<file path="src/rtl/sbus_rx_pkg.sv">
// Shared types, default widths and elaboration helpers for the burst receive port.
package sbus_rx_pkg;

  localparam int DEF_ADDR_W  = 12;
  localparam int DEF_DATA_W  = 8;
  localparam int DEF_BURST_W = 12;

  typedef enum logic [2:0] {
    IDLE,
    ADDR,
    ISSUE,
    WAIT_HS,
    DATA,
    WAIT_RDY
  } state_e;

  typedef enum logic [1:0] {
    CMD_RD,
    CMD_WR,
    CMD_ERR
  } cmd_e;

  // Exactly one enable must be set; anything else is a protocol error.
  function automatic cmd_e decode_cmd(input logic rd, input logic wr);
    if (rd && !wr) return CMD_RD;
    if (wr && !rd) return CMD_WR;
    return CMD_ERR;
  endfunction

  // Data frame must fit inside the address frame (data bits ride alongside).
  function automatic bit data_w_legal(input int dw, input int aw);
    return (dw >= 2) && (dw <= aw);
  endfunction

endpackage

</file>
<file path="src/rtl/sbus_rx_port_sipo.sv">
// Serial-in/parallel-out register: load clears and writes bit 0, shift writes bit idx.
module sbus_sipo #(
  parameter int W  = 8,
  parameter int IW = 4
) (
  input  logic          clk,
  input  logic          rst,
  input  logic          load,
  input  logic          shift,
  input  logic [IW-1:0] idx,
  input  logic          din,
  output logic [W-1:0]  q
);

  // Load starts a fresh frame; shift deposits one bit at its index.
  always_ff @(posedge clk) begin
    if (rst) begin
      q <= '0;
    end else if (load) begin
      q    <= '0;
      q[0] <= din;
    end else if (shift) begin
      for (int i = 0; i < W; i++)
        if (idx == IW'(i)) q[i] <= din;
    end
  end

endmodule

</file>
<file path="src/rtl/slave_rx_port_burst.sv">
// Serial-bus slave receive port with bursts, address wrap and read flow control.
module slave_rx_port_burst
  import sbus_rx_pkg::*;
#(
  parameter int ADDR_W  = DEF_ADDR_W,
  parameter int DATA_W  = DEF_DATA_W,
  parameter int BURST_W = DEF_BURST_W
) (
  input  logic               clk,
  input  logic               rst,
  input  logic               m_valid,
  input  logic               rx_address,
  input  logic               rx_data,
  input  logic               read_enable,
  input  logic               write_enable,
  input  logic [BURST_W-1:0] burst_len,
  input  logic               m_ready,
  output logic               s_ready,
  output logic               rd_en,
  output logic               wr_en,
  output logic [ADDR_W-1:0]  addr_out,
  output logic [DATA_W-1:0]  data_out,
  output logic [BURST_W-1:0] beat_cnt,
  output logic               busy,
  output logic               err
);

  localparam int CNT_W = $clog2(ADDR_W + 1);

  if (!data_w_legal(DATA_W, ADDR_W)) begin : g_bad_data_w
    $error("slave_rx_port_burst: DATA_W must satisfy 2 <= DATA_W <= ADDR_W");
  end

  state_e             state, nxt;
  cmd_e               cmd_q;
  logic [BURST_W-1:0] blen_q;
  logic [CNT_W-1:0]   cnt;
  logic [ADDR_W-1:0]  addr_base;
  logic               hs, a_load, a_shift, d_load, d_shift;

  assign hs = m_valid & s_ready;

  // Frame deserialisers; the data register also refills on continuation beats.
  assign a_load  = (state == IDLE) && hs;
  assign a_shift = (state == ADDR);
  assign d_load  = hs;
  assign d_shift = ((state == ADDR) && (cnt < CNT_W'(DATA_W))) || (state == DATA);

  sbus_sipo #(.W(ADDR_W), .IW(CNT_W)) u_addr_sipo (
    .clk(clk), .rst(rst), .load(a_load), .shift(a_shift),
    .idx(cnt), .din(rx_address), .q(addr_base)
  );

  sbus_sipo #(.W(DATA_W), .IW(CNT_W)) u_data_sipo (
    .clk(clk), .rst(rst), .load(d_load), .shift(d_shift),
    .idx(cnt), .din(rx_data), .q(data_out)
  );

  // Beat k of a burst sits at base + k; truncation gives the all-ones -> 0 wrap.
  assign addr_out = addr_base + ADDR_W'(beat_cnt);

  // State register.
  always_ff @(posedge clk) begin
    if (rst) state <= IDLE;
    else     state <= nxt;
  end

  // Next-state and state-decoded outputs.
  always_comb begin
    nxt     = state;
    s_ready = 1'b0;
    busy    = 1'b1;
    rd_en   = 1'b0;
    wr_en   = 1'b0;
    err     = 1'b0;
    case (state)
      IDLE: begin
        s_ready = 1'b1;
        busy    = 1'b0;
        if (hs) nxt = ADDR;
      end
      ADDR: if (cnt == CNT_W'(ADDR_W - 1)) nxt = ISSUE;
      ISSUE: begin
        rd_en = (cmd_q == CMD_RD);
        wr_en = (cmd_q == CMD_WR);
        err   = (cmd_q == CMD_ERR);
        if (cmd_q == CMD_ERR || beat_cnt == blen_q) nxt = IDLE;
        else if (cmd_q == CMD_WR)                     nxt = WAIT_HS;
        else                                          nxt = WAIT_RDY;
      end
      WAIT_HS: begin
        s_ready = 1'b1;
        if (hs) nxt = DATA;
      end
      DATA:     if (cnt == CNT_W'(DATA_W - 1)) nxt = ISSUE;
      WAIT_RDY: if (m_ready) nxt = ISSUE;
      default:  nxt = IDLE;
    endcase
  end

  // Bit counter, latched command/length and beat counter.
  always_ff @(posedge clk) begin
    if (rst) begin
      cnt      <= '0;
      cmd_q    <= CMD_ERR;
      blen_q   <= '0;
      beat_cnt <= '0;
    end else begin
      case (state)
        IDLE: if (hs) begin
          cnt      <= CNT_W'(1);
          cmd_q    <= decode_cmd(read_enable, write_enable);
          blen_q   <= burst_len;
          beat_cnt <= '0;
        end
        ADDR, DATA: cnt <= cnt + 1'b1;
        ISSUE:   if (cmd_q != CMD_ERR) beat_cnt <= beat_cnt + 1'b1;
        WAIT_HS: if (hs) cnt <= CNT_W'(1);
        default: ;
      endcase
    end
  end

endmodule

</file>
<file path="config.mk">
export PLATFORM = sky130hd
export DESIGN_NAME = slave_rx_port_burst
export DESIGN_NICKNAME = d
export VERILOG_FILES = /design/src/rtl/sbus_rx_pkg.sv /design/src/rtl/sbus_rx_port_sipo.sv /design/src/rtl/slave_rx_port_burst.sv
export SDC_FILE = /design/constraint.sdc
export NUM_CORES = 1
export LEC_CHECK = 0
export CELL_PAD_IN_SITES_DETAIL_PLACEMENT = 1
export CELL_PAD_IN_SITES_GLOBAL_PLACEMENT = 2
export CORE_UTILIZATION = 34
export DETAILED_ROUTE_END_ITERATION = 8
export HOLD_SLACK_MARGIN = 0.06
export PLACE_DENSITY_LB_ADDON = 0.12
export SYNTH_ARGS = -nofsm -noshare
export SYNTH_HDL_FRONTEND = slang
export SYNTH_HIERARCHICAL = 1
export SYNTH_SLANG_ARGS = --single-unit
</file>
<file path="constraint.sdc">
create_clock -name clk -period 4.4 [get_ports clk]
set_input_delay 1.32 -clock clk [delete_from_list [all_inputs] [get_ports clk]]
set_output_delay 1.32 -clock clk [all_outputs]
set_load 0.005 [all_outputs]
</file>
==> out/results.tsv <==
metric	value	unit
drtPass1Iterations	4	
start_kind	flop	
hold_violations	0	
path_cells	ha_1 > a211oi_1 > o21ai_0 > a21boi_0 > nor2_1 > a211oi_1 > clkdlybuf4s50_1	
ios	57	
place_hpwl	6343	um
layout-drive-gt1-share	7.373	%
r2r-start	state[1]	
period_minus_slack	4.143	ns
cts_tree	done	
min-delay-start	u_data_sipo/q[5]	
htree_num_levels	2	
relSlewSlack	58.00	%
syn-num-nets	414	
viasPerCell	5.179	
tightest_slew	0.6280	ns
holdPathStages	2	
clk_latency	0.31	ns
critPathArrivalTime	2.82	ns
fin_crit_sh	94.16	%
dp_slack	0.4138	ns
placementRows	34	
p_leak	1.677	nW
synth_edf_count	0	
critPathKind	flop to output pin	
slowest_stage	clkdlybuf4s50_1	
die_area	0.009742	mm^2
min_to	u_data_sipo/q[5]	
wl_per_cell	15.27	um
rsz0062_at_grt	false	
grt_pass1_wl	14310	um
crit_family	compound AO/OA/AOI/OAI gates	
end_kind	output pin	
netlist_top_cells_area	dfxtp_1, nand2_1, xor2_1, mux2i_1, ha_1	
synth.distinct_cells	68	
grt_max_degree	19	
powerDensity	281.9	mW/mm^2
r2r_cells	10	
diodes	0	
max_clock_freq	0.2414	GHz
layout_common_cells	nand2_1, clkdlybuf4s50_1, dfxtp_1, nor2_1, xor2_1	
drc_errors	0	
first_iter_violations	80	
start_util	35.76	%
totalWireLength	8277	um
drtAntennaViolNets	0	
outcome	completed	
synthFlopType	dfxtp_1	
setup_ws	0.2571	ns
slew_violations	0	
ff2ff_setup_slack	2.06	ns
grt_pass1_vias	2970	
irDropWorstVdd	121.0	uV
fp.dieH	98.70	um
routabilityCongestion	0.7604	
synth_area	0.003179	mm^2
area_growth	24.40	%
cts_setup_buffers	0	
antenna_found_initial	0	
crit_top_cell	a211oi_1	
layout_commonest_cell	nand2_1	
vias	2807	
die_width	98.70	um
root_buffer	clkbuf_8	
coreArea	0.008891	mm^2
utilization	44.48	%
nets	468	
worst_r2r_endpoint	u_addr_sipo/q[11]	
syn_area_per_cell	8.389	um^2
hold_path.class	flop to flop	
async_flop_share	0	%
postSynthCellCount	379	
grt-ovfl-total	0	
synth_top_area_share	33.37	%
yosys.area.top_type	dfxtp_1	
ys_warn_count	6	
skew	0.009366	ns
cap_viol_max_count	0	
place.port_buffers	56	
critPathMaxFanout	6	
clock_path_buffers	2	
seq_area_frac_synth	33.37	%
setup_viol	0	
cp_num_buf_inv	1	
ys_seq_elements	53	
max_stage_delay	0.53	ns
clkSlewWorstSetupHoldPaths	0.10	ns
required	3.08	ns
cts_made_buffers	5	
tns	0	ns
grt.total_usage	18.41	%
cts.sinks	53	
## worst register-to-register path, cell delays in order, from the launching register on
cell,delay (ns)
dfxtp_1,0.32
buf_4,0.18
or2_1,0.25
nor2_1,0.16
nand2_1,0.09
buf_4,0.21
inv_2,0.28
nor2_2,0.08
buf_4,0.20
nand2_1,0.28
mux2i_1,0.15
## routing by layer
| metal | track usage (%) | wire length [um] | vias up |
|---|---|---|---|
| met3 | 2.837 | 216 | 7 |
| met2 | 32.12 | 3894 | 41 |
| met4 | 4.133 | 76 | 0 |
| met5 | 0 | 0 | - |
| li1 | - | - | 1433 |
| met1 | 23.98 | 4089 | 1326 |
## worst max path at each step
stage,startpoint,slack (ns),end,depth (start not counted)
finish,beat_cnt[1],0.26,addr_out[11],7
floorplan,beat_cnt[0],1.23,addr_out[8],8
detailed placement,beat_cnt[0],0.41,addr_out[8],9
global route,beat_cnt[2],0.03,addr_out[11],7
CTS,beat_cnt[0],0.04,addr_out[8],9
global placement,beat_cnt[0],0.51,addr_out[8],9
## cell families after synthesis
logic type                 synth area share (%)
xor gates and xnor gates                  8.815
and+or+nand+nor                           28.18
buffers and inverters                     4.093
adders and majority gates                 6.139
muxes                                     6.375
DFF                                       33.37
AOI/OAI and AO/OA                         13.03
## state kept, by name, indices dropped and copies added, names as in the netlist
register and cells:
beat_cnt 12, blen_q 12, u_addr_sipo/q 12, u_data_sipo/q 8, cnt 4, state 3, cmd_q 2
## cell usage after synthesis, drive strengths merged (3+ instances only)
master and count:
and3 6, ha 14, buf 10, and2 3, a211oi 5, o21ai 7
o21a 4, nor2b 5, nand4b 4, inv 12, and3b 3, nor2 30
nor4 3, xnor2 11, or3 3, o311ai 3, nand3 7, clkbuf 5
mux2i 18, nand2 72, nor3 11, nand2b 3, xor2 21, nand4 4
dfxtp 53, a21oi 21, nor3b 4
## what timing repair did
item                                    in CTS  in global routing
endpoints found under the setup margin       0                  3
gates resized for setup                      0                  2
hold buffers                                 0                  0
## per-stage QoR
stage,instances,cell area (um^2),total power [mW],hold WS [ns]
3_3_place_gp,534,3835,0.7759,0.4477
3_5_place_dp,534,3835,0.7814,0.4577
2_1_floorplan,379,3179,0.6995,0.4422
6_report,542,3955,1.115,0.4660
4_1_cts,542,3951,1.135,0.4751
5_1_grt,542,3955,1.184,0.5009
## power by group
part           internal, mW  total [mW]  switching, mW  leakage [nW]
Combinational         0.105       0.229          0.125          1.19
Clock                 0.186       0.349          0.163        0.0585
Sequential            0.503       0.537         0.0334         0.430
## layout make-up
type,count,area [um^2]
well taps,108,135.1
clock inverters,1,30.03
inverters,12,45.04
clock buffers,7,86.33
repair buffers,62,605.6
fillers,1069,4936
flip-flops and latches,53,1061
multi-input cells,299,1992
(Power assumes the default switching activity.)
